==> src/rtl/funct_generator_adder_arb.sv <==
// rtl/funct_generator_adder_arb.sv - round-robin arbiter sharing one funct_generator_adder
// Grants one requester at a time, runs its operands through the adder, returns the sum on a valid/ready port.
module funct_generator_adder_arb #(
  parameter int NUM_REQ        = 4,
  parameter int DATA_WIDTH_IN  = 5,
  parameter int DATA_WIDTH_OUT = 6,
  parameter int ID_W           = $clog2(NUM_REQ)
) (
  input  logic                             clk,
  input  logic                             clrh,
  input  logic [NUM_REQ-1:0]               req_i,
  input  logic [NUM_REQ*DATA_WIDTH_IN-1:0] data_a_i,
  input  logic [NUM_REQ*DATA_WIDTH_IN-1:0] data_b_i,
  input  logic [NUM_REQ*DATA_WIDTH_IN-1:0] data_c_i,
  output logic [NUM_REQ-1:0]               gnt_o,
  output logic                             add_clrh_o,
  output logic                             add_enh_o,
  output logic [DATA_WIDTH_IN-1:0]         add_a_o,
  output logic [DATA_WIDTH_IN-1:0]         add_b_o,
  output logic [DATA_WIDTH_IN-1:0]         add_c_o,
  input  logic [DATA_WIDTH_OUT-1:0]        add_sum_i,
  output logic                             res_valid_o,
  input  logic                             res_ready_i,
  output logic [DATA_WIDTH_OUT-1:0]        res_data_o,
  output logic [ID_W-1:0]                  res_id_o
);
  typedef enum logic [1:0] {S_IDLE, S_ISSUE, S_RESULT} state_t;

  state_t                    r_state, w_state_nxt;
  logic [ID_W-1:0]           r_last, r_id, w_win, w_cand;
  logic                      w_any;
  logic [DATA_WIDTH_IN-1:0]  r_a, r_b, r_c;
  logic [NUM_REQ-1:0]        r_gnt;
  logic                      r_res_valid;
  logic [DATA_WIDTH_OUT-1:0] r_res_data;
  logic [ID_W-1:0]           r_res_id;

  // Scan starts one past the last winner, so a held request waits at most NUM_REQ rounds.
  always_comb begin
    w_win  = r_last;
    w_any  = 1'b0;
    w_cand = '0;
    for (int i = 1; i <= NUM_REQ; i++) begin
      w_cand = ID_W'((int'(r_last) + i) % NUM_REQ);
      if (!w_any && req_i[w_cand]) begin
        w_any = 1'b1;
        w_win = w_cand;
      end
    end
  end

  always_ff @(posedge clk) begin
    if (clrh) r_state <= S_IDLE;
    else      r_state <= w_state_nxt;
  end

  always_comb begin
    w_state_nxt = r_state;
    add_enh_o   = 1'b0;
    add_clrh_o  = 1'b1;
    case (r_state)
      S_IDLE:   if (w_any) w_state_nxt = S_ISSUE;
      S_ISSUE: begin
        add_enh_o   = 1'b1;
        add_clrh_o  = 1'b0;
        w_state_nxt = S_RESULT;
      end
      S_RESULT: if (res_ready_i) w_state_nxt = S_IDLE;
      default:  w_state_nxt = S_IDLE;
    endcase
  end

  always_ff @(posedge clk) begin
    if (clrh) begin
      r_last      <= ID_W'(NUM_REQ - 1);
      r_id        <= '0;
      r_a         <= '0;
      r_b         <= '0;
      r_c         <= '0;
      r_gnt       <= '0;
      r_res_valid <= 1'b0;
      r_res_data  <= '0;
      r_res_id    <= '0;
    end else begin
      case (r_state)
        S_IDLE: if (w_any) begin
          r_last <= w_win;
          r_id   <= w_win;
          r_gnt  <= NUM_REQ'(1) << w_win;
          r_a    <= data_a_i[int'(w_win)*DATA_WIDTH_IN +: DATA_WIDTH_IN];
          r_b    <= data_b_i[int'(w_win)*DATA_WIDTH_IN +: DATA_WIDTH_IN];
          r_c    <= data_c_i[int'(w_win)*DATA_WIDTH_IN +: DATA_WIDTH_IN];
        end
        S_ISSUE: begin
          r_gnt       <= '0;
          r_res_valid <= 1'b1;
          r_res_data  <= add_sum_i;
          r_res_id    <= r_id;
        end
        S_RESULT: if (res_ready_i) r_res_valid <= 1'b0;
        default: ;
      endcase
    end
  end

  assign gnt_o       = r_gnt;
  assign add_a_o     = r_a;
  assign add_b_o     = r_b;
  assign add_c_o     = r_c;
  assign res_valid_o = r_res_valid;
  assign res_data_o  = r_res_data;
  assign res_id_o    = r_res_id;
endmodule

==> config.mk <==
export PLATFORM = sky130hd
export DESIGN_NAME = funct_generator_adder_arb
export DESIGN_NICKNAME = d
export VERILOG_FILES = /design/src/rtl/funct_generator_adder_arb.sv
export SDC_FILE = /design/constraint.sdc
export NUM_CORES = 1
export LEC_CHECK = 0
export CAP_MARGIN = 10
export CELL_PAD_IN_SITES_DETAIL_PLACEMENT = 1
export CELL_PAD_IN_SITES_GLOBAL_PLACEMENT = 1
export CORE_AREA = 2 2 98 76
export DETAILED_ROUTE_END_ITERATION = 10
export DIE_AREA = 0 0 100 78
export PLACE_DENSITY_LB_ADDON = 0.1
export SYNTH_ARGS = -nofsm -noshare
export SYNTH_HDL_FRONTEND = slang
export SYNTH_SLANG_ARGS = --single-unit
==> constraint.sdc <==
create_clock -name clk -period 2.2 [get_ports clk]
set_input_delay 0.22 -clock clk [delete_from_list [all_inputs] [get_ports clk]]
set_output_delay 0.22 -clock clk [all_outputs]
set_load 0.01 [all_outputs]
==> results.md, run 1 <==
* Status: completed
* ANT nets after route at 0
* Clk sinks at 34
* Layout overhead on the synthesized area at 74.8%
* Post-CTS Setup Bufs at 0
* Global route total overflow at 0
* Routability cong. at 0.783
* H-tree depth at 2
* Critical Path Stages at 8
* CP Capture Type: flip-flop
* Worst path max stage delay at 0.51 ns
* Worst Max-Slew Pin Slew at 0.697 ns
* Pre-antenna DRT Iters at 4
* CP delay by family, top: buffers and inverters
* Fillers at 811
* Most common cell after layout, fill and taps aside: clkdlybuf4s50_1
* Detailed-route wire length per cell at 16.7 µm
* Switching part of the total at 0.301
* Final Hold Vio Count at 0
* Worst min-delay path category: reg2reg
* Starting Density at 0.266
* DR vias/cell at 5.06
* GRT Total Usage at 0.181
* First-pass GRT wire length at 11200 µm
* Vias in the first global route at 2188
* Worst path arrival time at 2.24 ns
* Clock power frac at 0.252
* DP HPWL at 5160 µm
* Max Root-Sink Buffers at 2
* R2r setup slk at 0.27 ns
* Top Ports at 103
* R2r worst-path depth at 6
* Buf+Inv Stages, Crit Path at 3
* Hold_buf cts at 0
* Tcrit/Tclk final at 0.943
* Maxcap violations at 0
* Most frequent cells in the layout: 102 x clkdlybuf4s50_1, 34 x dfxtp_1, 28 x a21oi_1
* Yosys top cell area share at 0.378
* EDFF count, synth at 0
* Vias at 2058
* Leak Pwr at 1.21 nW
* Cell chosen for the clock root: clkbuf_8
* M1 GR Usage at 0.257
* Worst path slowest cell: clkdlybuf4s50_1
* FFs w/ async S/R, synth at 0
* Synthesized net count at 280
* Setup crit end: add_b_o[0]
* Iter 0 DRT Violations at 81
* Crit-path cells: clkdlybuf4s50_1 > buf_4 > nor2_1 > and2_1 > nor3_4 > buf_12 > mux2_2 > a221o_1
* TritonCTS buffer count at 5
* Final Power at 2.13 mW
* Worst Setup Start Kind: primary input
* Die X at 100 µm
* Fin nets at 395
* RSZ-0062 raised after global routing: false
* Reg power frac at 0.358
* Grt met3 use at 0.0459
* R2R Path Start: r_last[0]
* Crit Path Max Fanout at 11
* Synthesized instance count at 207
* Min cycle time layout at 2.07 ns
* TritonCTS clock tree: done
* Antenna cells at 0
* Cell variety after synth at 37
* Synthesis warning total at 0
* Initial antenna violation count at 0
* Final setup viols at 0
* Clk slew on worst S/H paths at 0.07 ns
* Post-synthesis average cell area at 8.70 µm²
* GRT Max-Usage Layer: met2
* Worst VDD drop at 0.000256 V
* Worst-skew pair later-pin latency at 0.28 ns
* R2R Path End: add_b_o[0]
* Largest net degree at the start of global routing at 21
* Crit Path Category: in2reg
* Cell area power density at 677 nW/µm²
* Die H at 78 µm
* Comb pwr share at 0.390
* WHS at 0.454 ns
* Sw Pwr at 641 µW
* Synth Flop Type: dfxtp_1
* Core area at 6770 µm²
* Row cnt at 26
* Sequential-to-total area share from yosys stat at 0.378
* Slew Limit Fails at 0
* Port-buffer cells at 102
* Internal power at 1.49 mW
* Synth area leaders: dfxtp_1 38%, a21oi_1 7.8%, a221o_1 6.7%, o31ai_1 6.3%, mux2_2 5.6%
* Relative slew slack at 0.534
* Peak Freq at 482 MHz
* Die Footprint at 7800 µm²
* Synth Register Bits at 34
* DRC errors left at 0
* CP startpoint: req_i[2]
* Crit path required time at 2.37 ns
* Met2 usage at 0.280
* Post-Syn Area at 1800 µm²
* Largest area contributor in the netlist: dfxtp_1
* Clock Skew at 0.00257 ns
* Wirelength, routed at 6800 µm
* Fin util at 0.465
* Ratio of cells with drive above 1 in the final layout at 0.139
-- synth_stat cells, drive strengths merged (3+ instances only) --
cell type,count
dfxtp,34
a21oi,29
nand2,20
mux2,15
nand4,15
o31ai,15
nor2,13
a221o,12
clkbuf,12
a32oi,4
buf,4
nor3b,4
a211o,3
nand2b,3
nor3,3
o21ai,3
or2,3
-- stage by stage --
stage,TNS [ns],instances,instance area (µm²),setup slack (ns)
after CTS,0,407,3150,0.0387
final,0,407,3150,0.125
after floorplan,0,207,1800,0.199
after global routing,0,407,3150,0.0593
after global placement,-4.01,399,3030,-0.310
after detailed placement,-4.90,399,3030,-0.383
-- power groups by stage --
stage,combinational [mW],sequential (mW),clock [mW]
after global placement,0.822,0.774,0
after global routing,0.903,0.774,0.596
after CTS,0.840,0.762,0.557
after detailed placement,0.832,0.774,0
after floorplan,0.353,0.802,0
final,0.831,0.763,0.538
-- how the worst min path moves through the flow --
stage,from,endpoint,depth (start not counted),slack (ns)
after floorplan,clrh,r_state[0],1,0.32
after global placement,res_data_o[0],res_data_o[0],2,0.44
after detailed placement,r_id[1],res_id_o[1],2,0.45
after CTS,r_id[1],res_id_o[1],2,0.46
after global routing,r_id[1],res_id_o[1],2,0.47
final,r_id[1],res_id_o[1],2,0.45
-- routing by layer --
metal / vias to the layer above / wire length (µm)
met1: 990 / 3450
met4: 0 / 25
li1: 1015 / -
met2: 51 / 3020
met3: 2 / 301
met5: - / 0
-- cell type report --
cell class,count,area (µm²),share of cell area
clock buffer,8,110,0.0350
tap,84,105,0.0334
sequential,34,681,0.216
multi-input combinational,154,1040,0.331
inverter,3,11.3,0.00358
timing repair buffer,124,1200,0.381
-- state kept, by name, summed over array words and instances, names as in the netlist, 2 cells and up --
register	cells
res_data_o	6
add_a_o	5
add_b_o	5
add_c_o	5
gnt_o	4
r_id	2
r_last	2
r_state	2
res_id_o	2
-- worst min-delay path, delay by kind of cell (launching register included) --
kind,cells,cell delay (ns)
flip-flops,1,0.31
AND/OR/NAND/NOR,1,0.05
AO/OA/AOI/OAI,1,0.05
-- cell families (layout without fill, tap and decap cells) --
logic type | after synthesis | in the layout | share of synthesized area
buf+inv | 19 | 135 | 0.0479
compound gates | 71 | 71 | 0.281
flops | 34 | 34 | 0.378
mux | 15 | 15 | 0.0937
simple gates | 68 | 68 | 0.199
-- repair_timing --
action	4_1_cts	5_1_grt
endpoints found under the setup margin	14	12
gates cloned	0	0
gates resized for setup	1	1
endpoints found under the hold margin	0	0
(Power assumes the default switching activity.)
==> inputs of run 2 (changes only) <==
--- a/config.mk
+++ b/config.mk
@@ -9,6 +9,7 @@
 export CELL_PAD_IN_SITES_DETAIL_PLACEMENT = 1
 export CELL_PAD_IN_SITES_GLOBAL_PLACEMENT = 1
 export CORE_AREA = 2 2 98 76
+export CTS_CLUSTER_SIZE = 20
 export DETAILED_ROUTE_END_ITERATION = 10
 export DIE_AREA = 0 0 100 78
 export PLACE_DENSITY_LB_ADDON = 0.1
==> results of run 2 <==
No change in the layout: final DEF, timing and power equal those of run 1.
==> inputs of run 3 (changes only) <==
--- a/config.mk
+++ b/config.mk
@@ -8,10 +8,11 @@
 export CAP_MARGIN = 10
 export CELL_PAD_IN_SITES_DETAIL_PLACEMENT = 1
 export CELL_PAD_IN_SITES_GLOBAL_PLACEMENT = 1
-export CORE_AREA = 2 2 98 76
-export CTS_CLUSTER_SIZE = 20
+export CORE_AREA = 2 2 81 64
+export CTS_CLUSTER_SIZE = 40
 export DETAILED_ROUTE_END_ITERATION = 10
-export DIE_AREA = 0 0 100 78
+export DIE_AREA = 0 0 83 66
+export DONT_BUFFER_PORTS = 1
 export PLACE_DENSITY_LB_ADDON = 0.1
 export SYNTH_ARGS = -nofsm -noshare
 export SYNTH_HDL_FRONTEND = slang
==> run 3 against run 2 <==
Against the previous run:
- sequential cell count is the same
- total power shrank 20%
- count of clock-buffer cells in the layout shrank 3
- clock power shrank 18%
- global-route usage grew 3.2 points
- critical path depth shrank 2
- register-to-register slack lost 0.14 ns
- clock skew is essentially flat
- combinational power shrank 45%
- sequential power grew 6.6%
- first-iteration DRC count shrank 6.2%
- utilization shrank 5.0 points
- critical endpoint unchanged
- largest power group is now registers
==> results.md, run 3 (synthesis results as in run 1) <==
* Status: completed
* H-tree depth at 2 (unchanged)
* Crit Path Max Fanout at 16 (+5)
* DRC errors left at 0 (unchanged)
* Buf+Inv Stages, Crit Path at 1 (-2)
* Final worst slack at 0.134 ns (+0.00858 ns)
* Peak Freq at 484 MHz (+0.42%)
* Pre-antenna DRT Iters at 4 (unchanged)
* Fin nets at 280 (-29%)
* Die Footprint at 5480 µm² (-30%)
* R2R Path End: add_b_o[0]
* Starting Density at 0.383 (+0.117)
* R2r worst-path depth at 6 (unchanged)
* Core area at 4710 µm² (-30%)
* Worst path slowest cell: a21oi_4
* Worst Max-Slew Pin Slew at 0.667 ns (-0.0306 ns)
* Die X at 83 µm (-17%)
* RSZ-0062 raised after global routing: false
* Cell area power density at 873 nW/µm² (+29%)
* Antenna cells at 0 (unchanged)
* Reg power frac at 0.476 (+0.118)
* Port-buffer cells at 0 (-100%)
* Most frequent cells in the layout: 34 x dfxtp_1, 28 x a21oi_1, 20 x nand2_1
* Vias in the first global route at 1842 (-16%)
* Slew Limit Fails at 0 (unchanged)
* Relative slew slack at 0.554 (+0.0205)
* DP HPWL at 4220 µm (-18%)
* CP Capture Type: flip-flop
* TritonCTS clock tree: done
* Global route total overflow at 0 (unchanged)
* Dpl ws at -0.0437 ns (+0.339 ns)
* Switching part of the total at 0.348 (+0.0468)
* Row cnt at 22 (-15%)
* Max reg flops at 6 (unchanged)
* Sw Pwr at 594 µW (-7.4%)
* Vias at 1759 (-15%)
* TNS Setup at 0 ns (unchanged)
* Min cycle time layout at 2.07 ns (-0.00859 ns)
* TritonCTS buffer count at 5 (unchanged)
* R2r setup slk at 0.13 ns (-0.14 ns)
* CP delay by family, top: compound AO/OA/AOI/OAI gates
* Wirelength, routed at 5770 µm (-15%)
* Iter 0 DRT Violations at 76 (-6.2%)
* Leak Pwr at 0.736 nW (-39%)
* WHS at 0.0379 ns (-0.416 ns)
* Most common cell after layout, fill and taps aside: dfxtp_1
* Clk sinks at 34 (unchanged)
* Worst path arrival time at 2.24 ns (about the same)
* First-pass GRT wire length at 9210 µm (-17%)
* Comb pwr share at 0.265 (-0.125)
* Worst VDD drop at 0.000348 V (+36%)
* Ratio of cells with drive above 1 in the final layout at 0.140 (+0.000778)
* Crit path required time at 2.38 ns (about the same)
* Clock Skew at 0.00301 ns (+0.000436 ns)
* Cell chosen for the clock root: clkbuf_8
* Routability cong. at 0.772 (-1.5%)
* Clock power frac at 0.260 (+0.008)
* Hold depth at 1 (-1)
* Hold_sp: clrh
* Post-CTS Setup Bufs at 0 (unchanged)
* Die H at 66 µm (-15%)
* Final Power at 1.71 mW (-20%)
* Max Root-Sink Buffers at 2 (unchanged)
* R2R Path Start: r_last[0]
* Final Hold Vio Count at 0 (unchanged)
* Initial antenna violation count at 0 (unchanged)
* GRT Total Usage at 0.213 (+0.0320)
* Worst min-delay path category: in2reg
* Detailed-route wire length per cell at 21.6 µm (+29%)
* Crit Path Category: reg2reg
* Final setup viols at 0 (unchanged)
* DR vias/cell at 6.59 (+30%)
* Top Ports at 103 (unchanged)
* Maxcap violations at 0 (unchanged)
* Internal power at 1.11 mW (-25%)
* Largest net degree at the start of global routing at 17 (-19%)
* Crit-path cells: nand2b_1 > a21oi_4 > nor3_4 > buf_4 > mux2_2 > a221o_1
* Worst Setup Start Kind: flip-flop
* Tcrit/Tclk final at 0.939 (-0.00390)
* ANT nets after route at 0 (unchanged)
* Hold endpoint: r_last[0]
* Layout overhead on the synthesized area at 8.61%
* Worst-skew pair later-pin latency at 0.29 ns (about the same)
* Worst path max stage delay at 0.49 ns (-0.02 ns)
* Clk slew on worst S/H paths at 0.07 ns (about the same)
* Critical Path Stages at 6 (-2)
[run 3: changes by cell type in the layout (fill, tap and decap cells not counted), moves of 2 or more]
cell             previous run  this run
clkinv_2                    0         2
clkdlybuf4s50_1           102         0
buf_4                      21         8
clkbuf_8                    8         5
[run 3: power groups by stage]
stage | Clock (mW) | Sequential [mW] | Combinational, mW
floorplan | 0 | 0.802 | 0.353
global placement | 0 | 0.822 | 0.416
detailed placement | 0 | 0.825 | 0.443
CTS | 0.452 | 0.813 | 0.454
global route | 0.478 | 0.824 | 0.500
finish | 0.443 | 0.813 | 0.453
[run 3: worst max path at each step]
stage | to | slack [ns] | from
floorplan | add_c_o[1] | 0.20 | r_last[0]
global placement | add_b_o[0] | 0.11 | r_last[0]
detailed placement | add_b_o[0] | -0.04 | r_last[0]
CTS | add_b_o[0] | 0.13 | r_last[0]
global route | add_c_o[1] | 0.04 | r_last[0]
finish | add_b_o[0] | 0.13 | r_last[0]
[run 3: cell type report]
cell class / instances / area (µm²)
clock inverters: 2 / 10.0
clock buffers: 5 / 68.8
fillers: 557 / 2750
flip-flops and latches: 34 / 681
inverters: 3 / 11.3
repair buffers: 9 / 70.1
multi-input cells: 154 / 1040
well taps: 60 / 75.1
[run 3: routing by layer]
layer,global-route usage,vias to the layer above,part of all wire,wire [µm]
li1,-,793,-,-
met1,0.255,872,0.43,2470
met2,0.369,91,0.48,2790
met3,0.0637,3,0.082,471
met4,0.0738,0,0.0055,32
met5,0,-,0,0
[run 3: timing repair]
action | in CTS | in global routing
endpoints found under the setup margin | 13 | 0
hold buffers | 1 | 0
gates resized for setup | 1 | 0
hold endpoints to repair | 16 | 0
[run 3: worst register-to-register path, cell delays in order, from the launching register on]
cell	delay, ns
dfxtp_1	0.35
nand2b_1	0.23
a21oi_4	0.49
nor3_4	0.06
buf_4	0.21
mux2_2	0.29
a221o_1	0.34
[run 3: through the flow]
stage / instances / cell area (µm²) / util
after floorplan: 207 / 1800 / -
after global placement: 259 / 1860 / 0.396
after detailed placement: 259 / 1860 / 0.396
after CTS: 267 / 1960 / 0.416
after global routing: 267 / 1960 / 0.416
final: 267 / 1960 / 0.416
